### config.mk
export PLATFORM = sky130hd
export DESIGN_NAME = cpu_bus_arbiter
export DESIGN_NICKNAME = d
export VERILOG_FILES = /design/src/rtl/cpu_bus_arbiter.sv
export SDC_FILE = /design/constraint.sdc
export NUM_CORES = 1
export LEC_CHECK = 0
export BUFFER_PORTS_ARGS = -buffer_cell sky130_fd_sc_hd__clkbuf_2
export CORE_ASPECT_RATIO = 0.5
export CORE_MARGIN = 2
export CORE_UTILIZATION = 35
export CTS_CLUSTER_SIZE = 30
export DETAILED_ROUTE_END_ITERATION = 8
export PLACE_DENSITY = 0.72
export SETUP_SLACK_MARGIN = 0.4
export SYNTH_ARGS = -nofsm -noshare
export SYNTH_HDL_FRONTEND = slang
export SYNTH_SLANG_ARGS = --single-unit
### constraint.sdc
create_clock -name clk_i -period 2.6 [get_ports clk_i]
set_clock_uncertainty 0.05 [all_clocks]
set_input_delay 0.52 -clock clk_i [delete_from_list [all_inputs] [get_ports clk_i]]
set_output_delay 0.52 -clock clk_i [all_outputs]
set_load 0.005 [all_outputs]
### src/rtl/cpu_bus_arbiter.sv
// cpu_bus_arbiter
//   Round-robin arbiter that lets two masters (CPU = master 0, debug/DMA =
//   master 1) share one peripheral bus, one single read or write at a time.
//   Each transaction walks IDLE -> ISSUE -> WAIT -> DONE.
//
// Ports
//   clk_i, reset_i              clock, synchronous active-high reset
//   mN_req_i                    request, held until mN_done_o
//   mN_we_i/addr_i/wdata_i      transaction attributes, latched at grant
//   mN_gnt_o                    master N owns the bus (ISSUE..DONE)
//   mN_done_o                   one-cycle completion pulse
//   mN_rdata_o                  read data, updated on completion, held after
//   bus_address_o/data_o/we_o   shared bus drive
//   bus_data_i                  shared bus read data
//   bus_busy_i                  downstream CDC busy, stalls the WAIT state
module cpu_bus_arbiter #(
  parameter int AddrWidth   = 16,
  parameter int DataWidth   = 32,
  parameter int ReadLatency = 2
) (
  input  logic                 clk_i,
  input  logic                 reset_i,
  input  logic                 m0_req_i,
  input  logic                 m0_we_i,
  input  logic [AddrWidth-1:0] m0_addr_i,
  input  logic [DataWidth-1:0] m0_wdata_i,
  output logic                 m0_gnt_o,
  output logic                 m0_done_o,
  output logic [DataWidth-1:0] m0_rdata_o,
  input  logic                 m1_req_i,
  input  logic                 m1_we_i,
  input  logic [AddrWidth-1:0] m1_addr_i,
  input  logic [DataWidth-1:0] m1_wdata_i,
  output logic                 m1_gnt_o,
  output logic                 m1_done_o,
  output logic [DataWidth-1:0] m1_rdata_o,
  output logic [AddrWidth-1:0] bus_address_o,
  output logic [DataWidth-1:0] bus_data_o,
  output logic                 bus_we_o,
  input  logic [DataWidth-1:0] bus_data_i,
  input  logic                 bus_busy_i
);

  localparam int CntWidth = $clog2(ReadLatency + 1);
  localparam logic [CntWidth-1:0] LastCnt = CntWidth'(ReadLatency - 1);

  typedef enum logic [1:0] {
    S_IDLE  = 2'd0,
    S_ISSUE = 2'd1,
    S_WAIT  = 2'd2,
    S_DONE  = 2'd3
  } state_e;

  state_e                 state_q, state_d;
  logic                   id_q, id_d;       // granted master
  logic                   we_q, we_d;
  logic [AddrWidth-1:0]   addr_q, addr_d;
  logic [DataWidth-1:0]   wdata_q, wdata_d;
  logic [CntWidth-1:0]    cnt_q, cnt_d;
  logic                   last_q, last_d;   // master that completed most recently
  logic                   capture;
  logic [1:0]             req;
  logic [1:0]             sel;
  logic [1:0]             gnt;
  logic [1:0]             done;
  logic [DataWidth-1:0]   rdata_q [2];
  logic [DataWidth-1:0]   rdata_d [2];

  assign req = {m1_req_i, m0_req_i};
  assign sel = {id_q, ~id_q};

  always_comb begin
    state_d = state_q;
    id_d    = id_q;
    we_d    = we_q;
    addr_d  = addr_q;
    wdata_d = wdata_q;
    cnt_d   = cnt_q;
    last_d  = last_q;
    capture = 1'b0;
    case (state_q)
      S_IDLE: begin
        if (|req) begin
          // On a tie the master that did not complete last wins.
          id_d    = (req == 2'b11) ? ~last_q : req[1];
          we_d    = id_d ? m1_we_i    : m0_we_i;
          addr_d  = id_d ? m1_addr_i  : m0_addr_i;
          wdata_d = id_d ? m1_wdata_i : m0_wdata_i;
          state_d = S_ISSUE;
        end
      end
      S_ISSUE: begin
        cnt_d   = '0;
        state_d = S_WAIT;
      end
      S_WAIT: begin
        if (!bus_busy_i) begin
          if (we_q) begin
            state_d = S_DONE;
          end else if (cnt_q == LastCnt) begin
            // Counter stops here rather than advancing past the last slot.
            capture = 1'b1;
            state_d = S_DONE;
          end else begin
            cnt_d = cnt_q + CntWidth'(1);
          end
        end
      end
      S_DONE: begin
        last_d  = id_q;
        state_d = S_IDLE;
      end
      default: state_d = S_IDLE;
    endcase
  end

  always_ff @(posedge clk_i) begin
    if (reset_i) begin
      state_q <= S_IDLE;
      id_q    <= 1'b0;
      we_q    <= 1'b0;
      addr_q  <= '0;
      wdata_q <= '0;
      cnt_q   <= '0;
      last_q  <= 1'b1;   // master 0 wins the first tie
    end else begin
      state_q <= state_d;
      id_q    <= id_d;
      we_q    <= we_d;
      addr_q  <= addr_d;
      wdata_q <= wdata_d;
      cnt_q   <= cnt_d;
      last_q  <= last_d;
    end
  end

  // Per-master grant, done and read-data holding register.
  for (genvar gi = 0; gi < 2; gi++) begin : g_master
    assign gnt[gi]  = sel[gi] && (state_q != S_IDLE);
    assign done[gi] = sel[gi] && (state_q == S_DONE);

    always_comb begin
      rdata_d[gi] = rdata_q[gi];
      if (capture && sel[gi]) begin
        rdata_d[gi] = bus_data_i;
      end
    end

    always_ff @(posedge clk_i) begin
      if (reset_i) begin
        rdata_q[gi] <= '0;
      end else begin
        rdata_q[gi] <= rdata_d[gi];
      end
    end
  end

  assign m0_gnt_o   = gnt[0];
  assign m1_gnt_o   = gnt[1];
  assign m0_done_o  = done[0];
  assign m1_done_o  = done[1];
  assign m0_rdata_o = rdata_q[0];
  assign m1_rdata_o = rdata_q[1];

  // Address and write data are only on the bus while the access is in flight;
  // the write strobe is limited to the single ISSUE cycle.
  always_comb begin
    bus_address_o = '0;
    bus_data_o    = '0;
    bus_we_o      = 1'b0;
    if (state_q == S_ISSUE || state_q == S_WAIT) begin
      bus_address_o = addr_q;
      bus_data_o    = wdata_q;
    end
    if (state_q == S_ISSUE) begin
      bus_we_o = we_q;
    end
  end

endmodule

Yosys cells after proc, flatten, opt, wreduce, memory -nomap -nowiden
Memories as Yosys holds them, arrays and structs flattened.
Cells that the tools add are included.
- RAM bits: 64
- output and inout bits: 117
- bits in registers: 55
- memories kept: 1
- input bits: 135
- bitwise logic cells: 4
- add/sub/neg operators: 1
- muxes and demuxes: 27
- eq/ne operators: 10
- reductions and logical operators: 14
- memory list (memory ; depth ; width ; read ports ; clocked after Yosys merged registers in ; wr ports ; line ; RTL):
    rdata_q ; 2 ; 32 ; 2 ; 0 ; 2 ; 66 ; logic [DataWidth-1:0] rdata_q [2];
- operator list (operator ; count):
    32-bit two-way mux ; 6
    16-bit two-way mux ; 2
    2-bit two-way mux ; 7
    1-bit two-way mux ; 10
    2-bit != test, second input constant ; 4
    2-bit one-hot mux with 4 select lines ; 1
    2-bit equality test, second input constant ; 3
    1-bit logical AND ; 6
    2-bit by 1-bit equality test with 1-bit output, second input constant ; 2
    2-bit one-hot mux with 2 select lines ; 1
    4-bit AND reduction ; 1
    2-bit nonzero test ; 2
    3-bit != test, second input constant ; 1
    3-bit AND reduction ; 1
    2-bit by 1-bit adder with 2-bit output, second input constant ; 1
    2-bit zero test ; 1
    1-bit inverter ; 2
    1-bit bitwise OR ; 2
    2-bit AND reduction ; 1
    2-bit OR reduction ; 1
    1-bit logical OR ; 1

Depth between registers and ports, before layout
- depth after elaboration: 8
- mapped depth: 7
- depth with buffers taken out: 5

Worst setup path before layout
OpenSTA, ideal clock, no wires.
- path type: register -> output
- start: register state_q[1]
- end: output bus_address_o[0]
- path buffers: 2
- path slack: 0.699 ns
- required time: 2.030 ns
- data arrival time: 1.331 ns
- cell stages (with the launch flop): 6
- path through: dfxtp_1 > inv_1 > ha_1 > clkbuf_1 > clkbuf_1 > and2_1
- longest elaborated chain between the ends: 3
- ends and longest elaborated chain (what ; line ; RTL):
    start: declaration ; 54 ; state_e state_q, state_d;
    start signal: assignment ; 127 ; state_q <= state_d;
    2-bit by 1-bit equality test with 1-bit output or 2-bit equality test (tied branches) ; 171 ; if (state_q == S_ISSUE || state_q == S_WAIT) begin
    1-bit logical OR * ; 171 ;
    16-bit two-way mux * ; 171 ;
    end: declaration ; 37 ; output logic [AddrWidth-1:0] bus_address_o,
Every way passes the cells marked *; elsewhere a longest branch is shown, timed or not.

Worst setup path in the final report
- start: register state_q[0]
- end: output bus_data_o[12]
- longest elaborated chain between the ends: 3
- ends and longest elaborated chain (what ; line ; RTL):
    2-bit by 1-bit equality test with 1-bit output or 2-bit equality test (tied branches) ; 171 ;
    1-bit logical OR * ; 171 ;
    32-bit two-way mux * ; 171 ;
    end: declaration ; 38 ; output logic [DataWidth-1:0] bus_data_o,
Marks and branches as above.

==> summary.md <==
After Yosys synthesis, XOR and XNOR cells account for 0% of the synthesized area. CTS saw 119 sinks. The adder-cell area share of the yosys netlist was 1.631%.

The worst setup path is captured at an output pin. The critical path goes through inv_4, ha_4, bufbuf_16, and2_1, clkbuf_2. In this run the power spent charging and discharging nets is 2.159 mW.

In this run, the number of DRC markers left after iteration 0 of detailed routing was 265. Dividing the detail-routed wire length by the instance count gives 14.61 µm. TritonCTS built the clock tree. The via count of the first global-routing pass was 5116. Summed over all cells, the static leakage comes to 3.274 nW. For this block, the routed nets add up to 15.43 mm of wire. For the cell area after synthesis, the log shows 0.005370 mm².

The layout has 1407 filler cells. The multi-input combinational cells in the finished layout cover a total of 0.002603 mm². The repair_antennas step left the layout with diodes totalling 0. Sequential group share of total power: 32.7%.

The HPWL after detailed placement was 10.15 mm; the post-synthesis compound-gate area fraction was 22.39%. The congestion estimate from routability-driven global placement came to 0.7540. Hold violation total from the final report: 0. The later pin in the worst-skew pair is clocked with a latency of 0.40 ns. In this run the worst path has a maximum fanout of 12. The cell count after synthesis came out at 615.

Post-layout total power: 6.905 mW. A synthesized cell averages 8.732 µm². CTS built an H-tree with a depth of 4.

The most common library cell in the layout ignoring fill and taps is sky130_fd_sc_hd__clkbuf_2. The area overhead of the layout relative to synthesis came out at 38.96%. Critical path launch point type: a flop. The share of the Yosys chip area taken by registers is 44.36%. For the number of antenna violations at the first check in global routing, the log shows 0. The final max-slew violation count came out at 0.

The sum of buffers and inverters on the critical path was 3; the die extent in y was 91.59 µm. Global routing consumed, over all layers together, 18.03% of the routing resources. After synthesis, the netlist uses 29 different library cells. The destination of the worst hold path is rdata_q[1][31].

The run gives 0 ns as the total negative slack. At the worst endpoint, the arrival time is 1.64 ns. The die covers 0.01641 mm².

The detailed router placed 5277 vias in this run. The sequential standard cell area was 0.002391 mm²; the worst relative slew slack was 52.69%. The via density per instance was 4.997.

Master cell of the clock root buffer: sky130_fd_sc_hd__clkbuf_16. After global routing the overflow that remains totals 0. The logs give 17 for the number of buffers created by CTS and 0 for the number of hold buffers added after cts. The number of cells on the worst reg-to-reg path is 7. The flow ran to the end, and the final reports show no timing, DRC or antenna violations. Part of the total power dissipated in combinational logic: 32.6%. After synthesis, the largest family of logic cells by area is compound AO/OA/AOI/OAI gates.

The detail route stage leaves a number of antenna-violating nets equal to 0. Number of detailed-routing iterations run before antenna repair: 7. The classification of the worst setup path was reg2out. The post-synthesis simple-gate area fraction is 13.84%, and the standard cell core area is 0.01474 mm².

The tightest min-delay check is of the in2reg type. The clock slew seen by the registers of the worst setup and hold paths works out to 0.06 ns. No sink is reached through more buffers than the 2 on the longest clock path. Derived from the worst setup path, the maximum achievable clock frequency is 453.5 MHz. The tools report the required time at the worst-slack endpoint as 2.03 ns.

The tools report the initial core utilization as 36.43%. The worst path uses 84.82% of the clock period. For the global-route wire length before repair, the log shows 23.85 mm. The logs give 0.5777 ns for the worst slack at placement and 0 for the number of remaining DRC errors. The number of nets handed over by synthesis was 757. For the yosys synthesis warning count, the log shows 0. The slowest stage of the critical path is the sky130_fd_sc_hd__dfxtp_2 cell.

The total power per unit cell area is 925.3 mW/mm². After floorplanning, the core was divided into 31 placement rows. The reported max-cap violation count is 0, and the transition time of the tightest slew-check pin is 0.7097 ns. The run gives 4.746 mW as the internal portion of total power.

Entering global routing, the biggest net connects 69 pins. In this run switching power makes up 31.27% of total power. Hold is met by 0.3280 ns.

The worst hold path begins at bus_data_i[31]. The final layout net count is 988, and the setup slack of the worst register-to-register path is 0.73 ns. Along the worst hold path, the cell count comes to 3. The portion of synthesized area spent on multiplexers is 9.506%. Setup slack on the critical path of the routed design comes to 0.3948 ns.

Terminus of the critical flop-to-flop path: rdata_q[0][28]. The synthesized design contains 119 register bits. The count of input and output buffers works out to 251. The worst register-to-register path begins at state_q[0]. During I/O placement, the number of pins put on the boundary was 252. Across the VDD grid, the largest voltage drop is 0.4607 mV. Broken down by cell family, the worst path's largest delay share belongs to buffers and inverters. Of the cells placed in the final design, the portion with a size suffix greater than 1 is 38.46%.

The die is 179.2 µm wide. The peak per-stage delay on the critical path works out to 0.36 ns. The post-layout minimum cycle time is 2.205 ns. Of the total power, the clock network draws 34.7%. The library cells used most frequently in the layout, excluding fill and tap cells, are sky130_fd_sc_hd__clkbuf_2, sky130_fd_sc_hd__o21ai_0, sky130_fd_sc_hd__dfxtp_1, sky130_fd_sc_hd__a21oi_1, sky130_fd_sc_hd__nand3_1. Setup repair after global routing could not meet its margin everywhere. Setup violations remaining at the end of the flow were counted as 0.
-- per-layer routing --
metal	wire (µm)	track usage (%)	vias to the layer above	share of wire, %
met4	148	5.511	0	0.96
li1	-	-	2639	-
met3	766	4.271	13	5.0
met2	7734	32.08	154	50
met5	0	0	-	0
met1	6775	21.42	2471	44
-- worst max path at each step --
stage / start / endpoint / cells after the start
floorplan: state_q[1] / bus_address_o[0] / 5
global placement: state_q[1] / bus_data_o[28] / 5
detailed placement: state_q[1] / bus_data_o[15] / 5
CTS: state_q[0] / bus_data_o[5] / 5
global route: state_q[0] / bus_data_o[24] / 5
finish: state_q[0] / bus_data_o[12] / 5
-- final cells by class --
type                       count  area share, %
multi-input combinational    427          34.88
sequential                   119          32.04
timing repair buffer         275          21.31
clock buffer                  17          5.701
tap                          198          3.320
clock inverter                14          2.381
inverter                       6         0.3689
-- stage by stage --
stage,instances,area (µm²),util (%)
floorplan,615,5370,-
global placement,1015,6573,44.59
detailed placement,1015,6573,44.59
CTS,1051,7291,49.47
global route,1056,7462,50.63
finish,1056,7462,50.63
-- flip-flops by register name, indices dropped and copies added, names as in the netlist --
register / cells
state_q: 2
addr_q: 16
id_q: 1
cnt_q: 2
rdata_q: 64
last_q: 1
we_q: 1
wdata_q: 32
-- power by group through the flow --
stage	Clock [mW]	Combinational [mW]	Sequential, mW
2_1_floorplan	0	1.12	2.21
3_3_place_gp	0	1.54	2.29
3_5_place_dp	0	1.61	2.28
4_1_cts	2.45	2.01	2.25
5_1_grt	2.54	2.49	2.29
6_report	2.40	2.25	2.26
-- cells in the mapped netlist --
cell	number	area (µm²)
sky130_fd_sc_hd__dfxtp_1	119	2382
sky130_fd_sc_hd__o21ai_0	116	580.6
sky130_fd_sc_hd__a21oi_1	115	575.6
sky130_fd_sc_hd__nand3_1	66	330.3
sky130_fd_sc_hd__mux2i_1	51	510.5
sky130_fd_sc_hd__and2_1	49	306.5
sky130_fd_sc_hd__clkbuf_1	25	93.84
sky130_fd_sc_hd__buf_8	11	165.2
sky130_fd_sc_hd__clkbuf_2	10	50.05
sky130_fd_sc_hd__buf_4	9	67.56
sky130_fd_sc_hd__ha_1	7	87.58
sky130_fd_sc_hd__nor2_1	7	26.28
sky130_fd_sc_hd__buf_2	6	30.03
sky130_fd_sc_hd__inv_1	6	22.52
sky130_fd_sc_hd__nand2_1	3	11.26
sky130_fd_sc_hd__nor2b_1	2	12.51
sky130_fd_sc_hd__a211o_1	1	8.760
sky130_fd_sc_hd__a21boi_2	1	11.26
sky130_fd_sc_hd__a222oi_1	1	10.01
sky130_fd_sc_hd__a2bb2oi_1	1	8.760
sky130_fd_sc_hd__and2b_1	1	7.510
sky130_fd_sc_hd__and4bb_1	1	12.51
sky130_fd_sc_hd__buf_1	1	3.750
sky130_fd_sc_hd__buf_6	1	11.26
sky130_fd_sc_hd__nand2b_1	1	6.260
sky130_fd_sc_hd__nand4bb_1	1	11.26
sky130_fd_sc_hd__nor4b_1	1	8.760
sky130_fd_sc_hd__o21a_1	1	7.510
sky130_fd_sc_hd__or4b_1	1	10.01
-- logic make-up (layout without fill, tap and decap cells) --
| kind of cell | Yosys count | in the layout |
|---|---|---|
| AO/OA/AOI/OAI | 236 | 236 |
| AND/OR/NAND/NOR | 133 | 133 |
| flip-flops | 119 | 119 |
| buffers and inverters | 69 | 312 |
| multiplexers | 51 | 51 |
| adder cells (fa/ha/maj) | 7 | 7 |
-- worst reg2reg max path, delay by kind of cell, from the launching register on --
kind                     cells  cell delay, ns
buffers and inverters        3            0.62
AND/OR/NAND/NOR              1            0.11
flip-flops                   1            0.36
AO/OA/AOI/OAI                2            0.40
adder cells (fa/ha/maj)      1            0.26
-- repair_timing --
action,4_1_cts,5_1_grt
gates resized for setup,11,35
pin swaps,1,14
endpoints found under the setup margin,50,25
gates cloned,2,1
setup buffers,3,4
Note: power is estimated with default switching activity, not from simulation.
